File: src/rtl/sop_example.sv
// Registered three-input sum-of-products evaluator with a programmable minterm mask,
// one-hot minterm decode and a saturating count of true results.
module sop_example #(
    parameter logic [7:0]  DEFAULT_MASK = 8'h83,
    parameter int unsigned CNT_W        = 16
) (
    input  logic             clk,
    input  logic             rst_n,
    input  logic             en,
    input  logic             a,
    input  logic             b,
    input  logic             c,
    input  logic             cfg_we,
    input  logic [7:0]       cfg_mask,
    output logic             y,
    output logic             y_valid,
    output logic [7:0]       minterm,
    output logic [CNT_W-1:0] ones_count,
    output logic [7:0]       mask
);

    logic [2:0] idx;
    logic       sel;
    logic       cnt_full;

    always_comb begin
        idx      = {a, b, c};
        sel      = mask[idx];
        cnt_full = (ones_count == {CNT_W{1'b1}});
    end

    // The evaluation reads the mask register before this edge's write lands, so a
    // simultaneous cfg_we takes effect only from the following evaluation.
    always_ff @(posedge clk or negedge rst_n) begin
        if (!rst_n) begin
            y          <= 1'b0;
            y_valid    <= 1'b0;
            minterm    <= 8'h00;
            ones_count <= '0;
            mask       <= DEFAULT_MASK;
        end else begin
            y_valid <= en;
            if (en) begin
                y       <= sel;
                minterm <= 8'h01 << idx;
                if (sel && !cnt_full) begin
                    ones_count <= ones_count + CNT_W'(1);
                end
            end
            if (cfg_we) begin
                mask <= cfg_mask;
            end
        end
    end

endmodule

File: config.mk
export PLATFORM = sky130hd
export DESIGN_NAME = sop_example
export DESIGN_NICKNAME = d
export VERILOG_FILES = /design/src/rtl/sop_example.sv
export SDC_FILE = /design/constraint.sdc
export NUM_CORES = 1
export LEC_CHECK = 0
export ABC_CLOCK_PERIOD_IN_PS = 4200
export CAP_MARGIN = 30
export CORE_ASPECT_RATIO = 0.75
export CORE_MARGIN = 1.5
export CORE_UTILIZATION = 30
export CTS_CLUSTER_SIZE = 30
export DETAILED_ROUTE_END_ITERATION = 8
export GPL_ROUTABILITY_DRIVEN = 0
export GPL_TIMING_DRIVEN = 1
export MAX_ROUTING_LAYER = met4
export PLACE_DENSITY_LB_ADDON = 0.3
export SKIP_CTS_REPAIR_TIMING = 1
export SYNTH_ARGS = -nofsm -noshare
export SYNTH_HDL_FRONTEND = slang
export SYNTH_SLANG_ARGS = --single-unit
File: constraint.sdc
create_clock -name clk -period 4.2 [get_ports clk]
set_input_delay 0.84 -clock clk [delete_from_list [all_inputs] [get_ports clk]]
set_output_delay 0.84 -clock clk [all_outputs]
set_load 0.01 [all_outputs]
==> qor.csv, run 1 <==
stage,metric,value,unit
placement,PortBufs,48,
global_route,gr ovfl total,0,
worst_setup_path,Slowest cell on crit path,clkdlybuf4s50_1,
route,total wire length,3230,microns
yosys,Post-synth ARST share,100,%
layout,Layout fillers,467,
hold_path,hold_sp,ones_count[9],
clock_network,H-tree levels,2,
yosys,post-synthesis xor/xnor area fraction,7.40,%
worst_setup_path,Crit Path Class,input port to flop,
layout,Area Growth Syn to Fin,41.3,%
worst_setup_path,startpoint types,input port,
global_route,number of global-route vias before repair,1181,
clock_network,CTS root buf,clkbuf_8,
yosys,"Seq/Total Area, Yosys",55.6,%
placement,pre-CTS WS,1.27,ns
timing,fin worst setup slack,1.62,ns
global_route,initial antenna violation count,0,
worst_setup_path,CP endpoint kind,flop,
yosys,Syn Nets,143,
timing,final count of pins violating max slew,0,
yosys,Simple-Gate Fraction of Synth Area,16.1,%
route,via count,1130,
yosys,compound-cell area share of the yosys netlist,4.72,%
worst_setup_path,internal reg-to-reg setup slack,2.21,ns
yosys,Post-Syn Area,1540,sq um
global_route,largest net degree at the start of global routing,35,
worst_setup_path,reg2reg start,ones_count[0],
timing,Slew Limit Headroom,58.3,%
timing,Fin. Hold Viols,0,
timing,worst-margin pin slew,0.620,ns
yosys,Post-synth top flop,dfrtp_1,
pwr,maximum VDD drop,0.231,mV
floorplanning,height of the die,65.0,microns
route,DRC,1,
timing,setup TNS,0,ns
worst_setup_path,Crit path depth,5,
floorplanning,chip width,85.7,microns
route,DR pass1 iterations,6,
route,"antenna viol nets, final",0,
timing,Max Fclk,0.387,GHz
yosys,Syn Area/Cell,12.1,sq um
worst_setup_path,"Max FO, Critical Path",13,
worst_setup_path,"CP delay by family, top",multiplexers,
route,Vias/cell,4.69,
worst_setup_path,Critical Path RT,4.36,ns
yosys,main combinational cell family by area after synthesis,simple AND/OR/NAND/NOR gates,
timing,endpoints failing setup,0,
floorplanning,die area,5570,sq um
clock_network,worst-skew pair later-pin latency,0.28,ns
timing,min Tclk post-route,2.58,ns
floorplanning,core area,4900,sq um
clock_network,CTS max path bufs,2,
yosys,library cells used by synthesis,28,
floorplanning,Initial Util,31.4,%
worst_setup_path,CP endpoint,ones_count[1],
worst_setup_path,Worst setup startpoint,b,
timing,RSZ-0062 raised after global routing,no,
yosys,Cells after Synth,127,
layout,Layout Nets,196,
timing,final worst path period share,61.5,%
placement,Post-DP HPWL,2490,microns
route,WL/cell,13.4,microns
worst_setup_path,"critical path, cell by cell",clkdlybuf4s50_1 > mux4_2 > o22ai_2 > nor3_4 > mux2_2,
layout,share of post-route cells with drive strength above 1,18.2,%
clock_network,CTS tree,built,
yosys,Post-synth EDFFs,0,
layout,Post-Layout Inst Area,2170,sq um
worst_setup_path,Arrival @ worst endpoint,2.75,ns
global_route,GRT Util Overall,13.5,%
pwr,Leakage Power,0.000873,uW
status,failing checks,design-rule violations,
worst_setup_path,FF-to-FF path depth,5,
worst_setup_path,CP max stage delay,0.51,ns
clock_network,CTS sink count,34,
floorplanning,FP Rows,22,
worst_setup_path,Buf/Inv on CP,1,
status,status,"finished, violations left",
hold_path,worst min-delay path class,flop to flop,
yosys,synth warn,0,
yosys,register bit count reported by yosys,34,
job,Max-Cap Viols,0,
route,DRT iter0 DRCs,50,
clock_network,Worst-path clk slew,0.06,ns
layout,Inserted Diodes,0,
clock_network,total CTS buffers,5,
yosys,Synth Area in Adders,0.814,%
pwr,power per cell area,416,nW/um^2
timing,skew final,0.00776,ns
global_route,global-route wire length before repair,5650,microns
floorplanning,I/O pin count,49,
yosys,mux contribution to synthesized area,11.5,%
placement,DP Area,2080,sq um
worst_setup_path,end of the worst register-to-register path,ones_count[1],
==> routing by layer <==
layer / track usage (%) / vias to the layer above / routed length (microns)
li1: - / 555 / -
met1: 18.0 / 551 / 1540
met2: 19.6 / 19 / 1510
met3: 3.18 / 5 / 126
met4: 6.05 / 0 / 56
met5: - / - / 0
==> worst min-delay path by stage <==
| stage | to | slack [ns] | depth (start not counted) |
|---|---|---|---|
| after floorplan | mask[2] | 0.54 | 0 |
| after global placement | ones_count[11] | 0.50 | 1 |
| after detailed placement | ones_count[9] | 0.52 | 1 |
| after CTS | ones_count[9] | 0.53 | 1 |
| after global routing | ones_count[9] | 0.54 | 1 |
| final | ones_count[9] | 0.52 | 1 |
==> worst register-to-register path, stage by stage, from the launching register on <==
cell and delay, ns:
dfrtp_1 0.45, ha_1 0.20, nand3_1 0.15, nor4_1 0.57
nor3_4 0.18, mux2_2 0.32
==> area by class of cell <==
type	count	area, sq um	share of cell area, %
inverters	11	41.3	1.90
clock buffers	7	86.3	3.97
repair buffers	49	488	22.5
well taps	60	75.1	3.45
flip-flops and latches	34	855	39.3
clock inverters	1	5.00	0.230
multi-input cells	79	623	28.7
==> synth_stat cells (2+ instances only) <==
cell | count | area (sq um)
mux2_4 | 2 | 30.0
dfstp_2 | 3 | 78.8
mux2_2 | 11 | 124
or2_2 | 2 | 12.5
nand2b_1 | 4 | 25.0
nand4_2 | 2 | 25.0
nor4_1 | 2 | 12.5
o22ai_1 | 8 | 50.1
nor2_1 | 3 | 11.3
clkbuf_1 | 2 | 7.51
and3_1 | 2 | 12.5
nand4_1 | 6 | 37.5
xnor2_1 | 12 | 105
nor3_2 | 2 | 20.0
dfrtp_1 | 31 | 776
inv_1 | 11 | 41.3
nand3_1 | 6 | 30.0
nand2_1 | 8 | 30.0
==> kinds of logic (layout without fill, tap and decap cells) <==
group	after synthesis	after routing
XOR/XNOR	13	13
adder cells (fa/ha/maj)	1	1
flip-flops	34	34
AND/OR/NAND/NOR	40	40
buffers and inverters	14	68
multiplexers	14	14
AO/OA/AOI/OAI	11	11
==> placed cells by master (no fill, tap or decap), drive strengths merged, types with 2 or more instances in the layout <==
| cell type | count |
|---|---|
| dfrtp | 31 |
| inv | 11 |
| or2 | 3 |
| nand3 | 6 |
| xnor2 | 12 |
| nand2b | 4 |
| o21ai | 2 |
| nor3 | 3 |
| nand4 | 8 |
| clkdlybuf4s50 | 48 |
| nor2 | 3 |
| and3 | 2 |
| o22ai | 9 |
| nor4 | 2 |
| clkbuf | 7 |
| dfstp | 3 |
| nand2 | 8 |
| mux2 | 13 |
==> sequential cells by signal, indices dropped and copies added (netlist names) <==
name / flops
mask: 8
minterm: 8
ones_count: 16
y: 1
y_valid: 1
==> metrics by stage <==
| step | utilization (%) | instances | hold WS (ns) | power, uW |
|---|---|---|---|---|
| CTS | 44.4 | 241 | 0.531 | 918 |
| detailed placement | 42.5 | 233 | 0.522 | 670 |
| global route | 44.4 | 241 | 0.543 | 963 |
| global placement | 42.5 | 233 | 0.504 | 660 |
| floorplan | - | 127 | 0.536 | 531 |
| finish | 44.4 | 241 | 0.518 | 903 |
==> where the power goes <==
| group | internal (uW) | switching, uW | total, uW |
|---|---|---|---|
| Clock | 132 | 110 | 242 |
| Sequential | 375 | 58.0 | 433 |
| Combinational | 135 | 93.7 | 228 |
| Total | 641 | 262 | 903 |
Note: power is estimated with default switching activity, not from simulation.
==> run 2: changes to the inputs <==
--- a/config.mk
+++ b/config.mk
@@ -5,7 +5,7 @@
 export SDC_FILE = /design/constraint.sdc
 export NUM_CORES = 1
 export LEC_CHECK = 0
-export ABC_CLOCK_PERIOD_IN_PS = 4200
+export ABC_CLOCK_PERIOD_IN_PS = 2500
 export CAP_MARGIN = 30
 export CORE_ASPECT_RATIO = 0.75
 export CORE_MARGIN = 1.5
==> constraint.sdc (replaced) <==
create_clock -name clk -period 2.5 [get_ports clk]
set_input_delay 0.5 -clock clk [delete_from_list [all_inputs] [get_ports clk]]
set_output_delay 0.5 -clock clk [all_outputs]
set_load 0.01 [all_outputs]
==> run 2 against run 1 <==
Against the previous run: the flow still finishes with violations (design-rule violations); total power grew 68%; first-iteration DRC count grew 56%; die area is the same; critical path depth grew 1; final area grew 0.69%; setup slack lost 1.4 ns; critical path type unchanged; largest power group unchanged; highest routed layer unchanged.
==> qor.csv, run 2 (synthesized netlist as in run 1, its figures left out) <==
stage,metric,value,unit,change
status,status,"finished, violations left",,
status,failing checks,design-rule violations,,
layout,Finished Layout Cells,243,,+0.83%
route,"antenna viol nets, final",0,,unchanged
clock_network,total CTS buffers,5,,unchanged
hold_path,Hold Path Stages,1,,unchanged
floorplanning,I/O pin count,49,,unchanged
layout,share of post-route cells with drive strength above 1,19.1,%,+0.89 points
route,total wire length,3360,microns,+4.1%
route,DR pass1 iterations,6,,unchanged
worst_setup_path,"Max FO, Critical Path",13,,unchanged
worst_setup_path,reg2reg start,ones_count[0],,
worst_setup_path,"critical path, cell by cell",clkdlybuf4s50_1 > buf_4 > mux2_2 > o22ai_2 > nor3_4 > mux2_2,,
timing,min Tclk post-route,2.24,ns,
layout,Biggest register,ones_count,,
worst_setup_path,Buf/Inv on CP,2,,+1
timing,RSZ-0062 raised after global routing,no,,
global_route,GRT Util Overall,13.8,%,+0.33 points
timing,Slew Limit Headroom,59.6,%,+1.3 points
route,Vias/cell,4.64,,-1.0%
route,via count,1128,,-0.18%
timing,Max Fclk,0.446,GHz,
job,Max-Cap Viols,0,,unchanged
pwr,power per cell area,695,nW/um^2,+67%
worst_setup_path,CP max stage delay,0.52,ns,about the same
floorplanning,FP Rows,22,,unchanged
pwr,Leakage Power,0.000882,uW,+1.1%
timing,Fin. Hold Viols,0,,unchanged
clock_network,H-tree levels,2,,unchanged
layout,Layout Nets,198,,+1.0%
worst_setup_path,end of the worst register-to-register path,ones_count[1],,
global_route,largest net degree at the start of global routing,35,,unchanged
timing,endpoints failing setup,0,,unchanged
worst_setup_path,FF-to-FF path depth,5,,unchanged
worst_setup_path,"CP delay by family, top",buffers and inverters,,
global_route,global-route wire length before repair,5680,microns,+0.48%
floorplanning,die area,5570,sq um,unchanged
placement,pre-CTS WS,-0.0533,ns,-1.33 ns
hold_path,WHS Endpoint,ones_count[9],,
route,DRC,1,,unchanged
worst_setup_path,Crit path depth,6,,+1
global_route,gr ovfl total,0,,unchanged
worst_setup_path,Critical Path RT,2.67,ns,-1.69 ns
layout,Regs by FF count,"ones_count (16), mask (8), minterm (8)",,
placement,Post-DP HPWL,2570,microns,+3.3%
clock_network,CTS max path bufs,2,,unchanged
worst_setup_path,startpoint types,input port,,
route,DRT iter0 DRCs,78,,+56%
timing,fin worst setup slack,0.258,ns,-1.36 ns
worst_setup_path,internal reg-to-reg setup slack,0.52,ns,-1.69 ns
timing,final worst path period share,89.7,%,
clock_network,CTS root buf,clkbuf_8,,
timing,worst-margin pin slew,0.601,ns,-0.0191 ns
worst_setup_path,Crit Path Class,input port to flop,,
worst_setup_path,cell mode on critical path,mux2_2,,
worst_setup_path,Arrival @ worst endpoint,2.41,ns,-0.34 ns
placement,dpl cells,235,,+0.86%
layout,"commonest non-fill, non-tap cell in the layout",clkdlybuf4s50_1,,
floorplanning,Initial Util,31.4,%,unchanged
route,WL/cell,13.8,microns,+3.2%
layout,number of flip-flops in the largest register,16,,unchanged
layout,Inserted Diodes,0,,unchanged
pwr,maximum VDD drop,0.364,mV,+58%
global_route,number of global-route vias before repair,1131,,-4.2%
clock_network,worst-skew pair later-pin latency,0.28,ns,about the same
worst_setup_path,Slowest cell on crit path,nor3_4,,
worst_setup_path,CP endpoint kind,flop,,
layout,Area Growth Syn to Fin,42.3,%,
floorplanning,core area,4900,sq um,unchanged
placement,PortBufs,48,,unchanged
floorplanning,chip width,85.7,microns,unchanged
timing,skew final,0.00571,ns,-0.00205 ns
clock_network,CTS tree,built,,
clock_network,Worst-path clk slew,0.06,ns,about the same
hold_path,hold_sp,ones_count[9],,
timing,final count of pins violating max slew,0,,unchanged
clock_network,CTS sink count,34,,unchanged
layout,most frequent cells in the layout,"clkdlybuf4s50_1, dfrtp_1, xnor2_1",,
layout,Layout fillers,465,,-0.43%
floorplanning,height of the die,65.0,microns,unchanged
global_route,initial antenna violation count,0,,unchanged
hold_path,worst min-delay path class,flop to flop,,
run 2: cell types whose count changed in the layout (fill, tap and decap cells not counted):
cell / delta
buf_4: +2
run 2: layout make-up:
type	count	area, sq um	share of cell area (%)
clock buffers	7	86.3	3.95
repair buffers	51	503	23.0
well taps	60	75.1	3.43
clock inverters	1	5.00	0.229
inverters	11	41.3	1.89
flip-flops and latches	34	855	39.1
multi-input cells	79	623	28.5
run 2: worst register-to-register path, cell delays in order, from the launching register on:
cell and delay (ns):
dfrtp_1 0.45, ha_1 0.20, nand3_1 0.15, nor4_1 0.55
nor3_4 0.19, mux2_2 0.33
run 2: per-layer routing:
metal  up-vias  routed length, microns  share of wire (%)  track usage, %
met3         6                     176                5.2            4.97
met1       545                    1580                 47            17.9
met2        25                    1560                 46            20.0
li1        552                       -                  -               -
met4         0                      48                1.4            5.24
met5         -                       0                  0               -
run 2: worst max-delay path by stage:
stage	startpoint	endpoint
after floorplan	b	ones_count[15]
final	b	ones_count[1]
after global placement	b	ones_count[1]
after global routing	b	ones_count[7]
after CTS	b	ones_count[1]
after detailed placement	b	ones_count[1]
run 2: where the power goes:
group          internal (uW)  switching [uW]
clock                    222             189
sequential               629            96.7
combinational            227             157
run 2: metrics by stage:
stage | hold WS [ns] | power, uW | TNS [ns] | util, % | area [sq um]
after global routing | 0.539 | 1620 | 0 | 44.7 | 2190
after global placement | 0.504 | 1110 | 0 | 42.8 | 2100
after CTS | 0.520 | 1540 | 0 | 44.7 | 2190
after floorplan | 0.204 | 892 | 0 | - | 1540
final | 0.520 | 1520 | 0 | 44.7 | 2190
after detailed placement | 0.512 | 1120 | -0.0980 | 42.8 | 2100
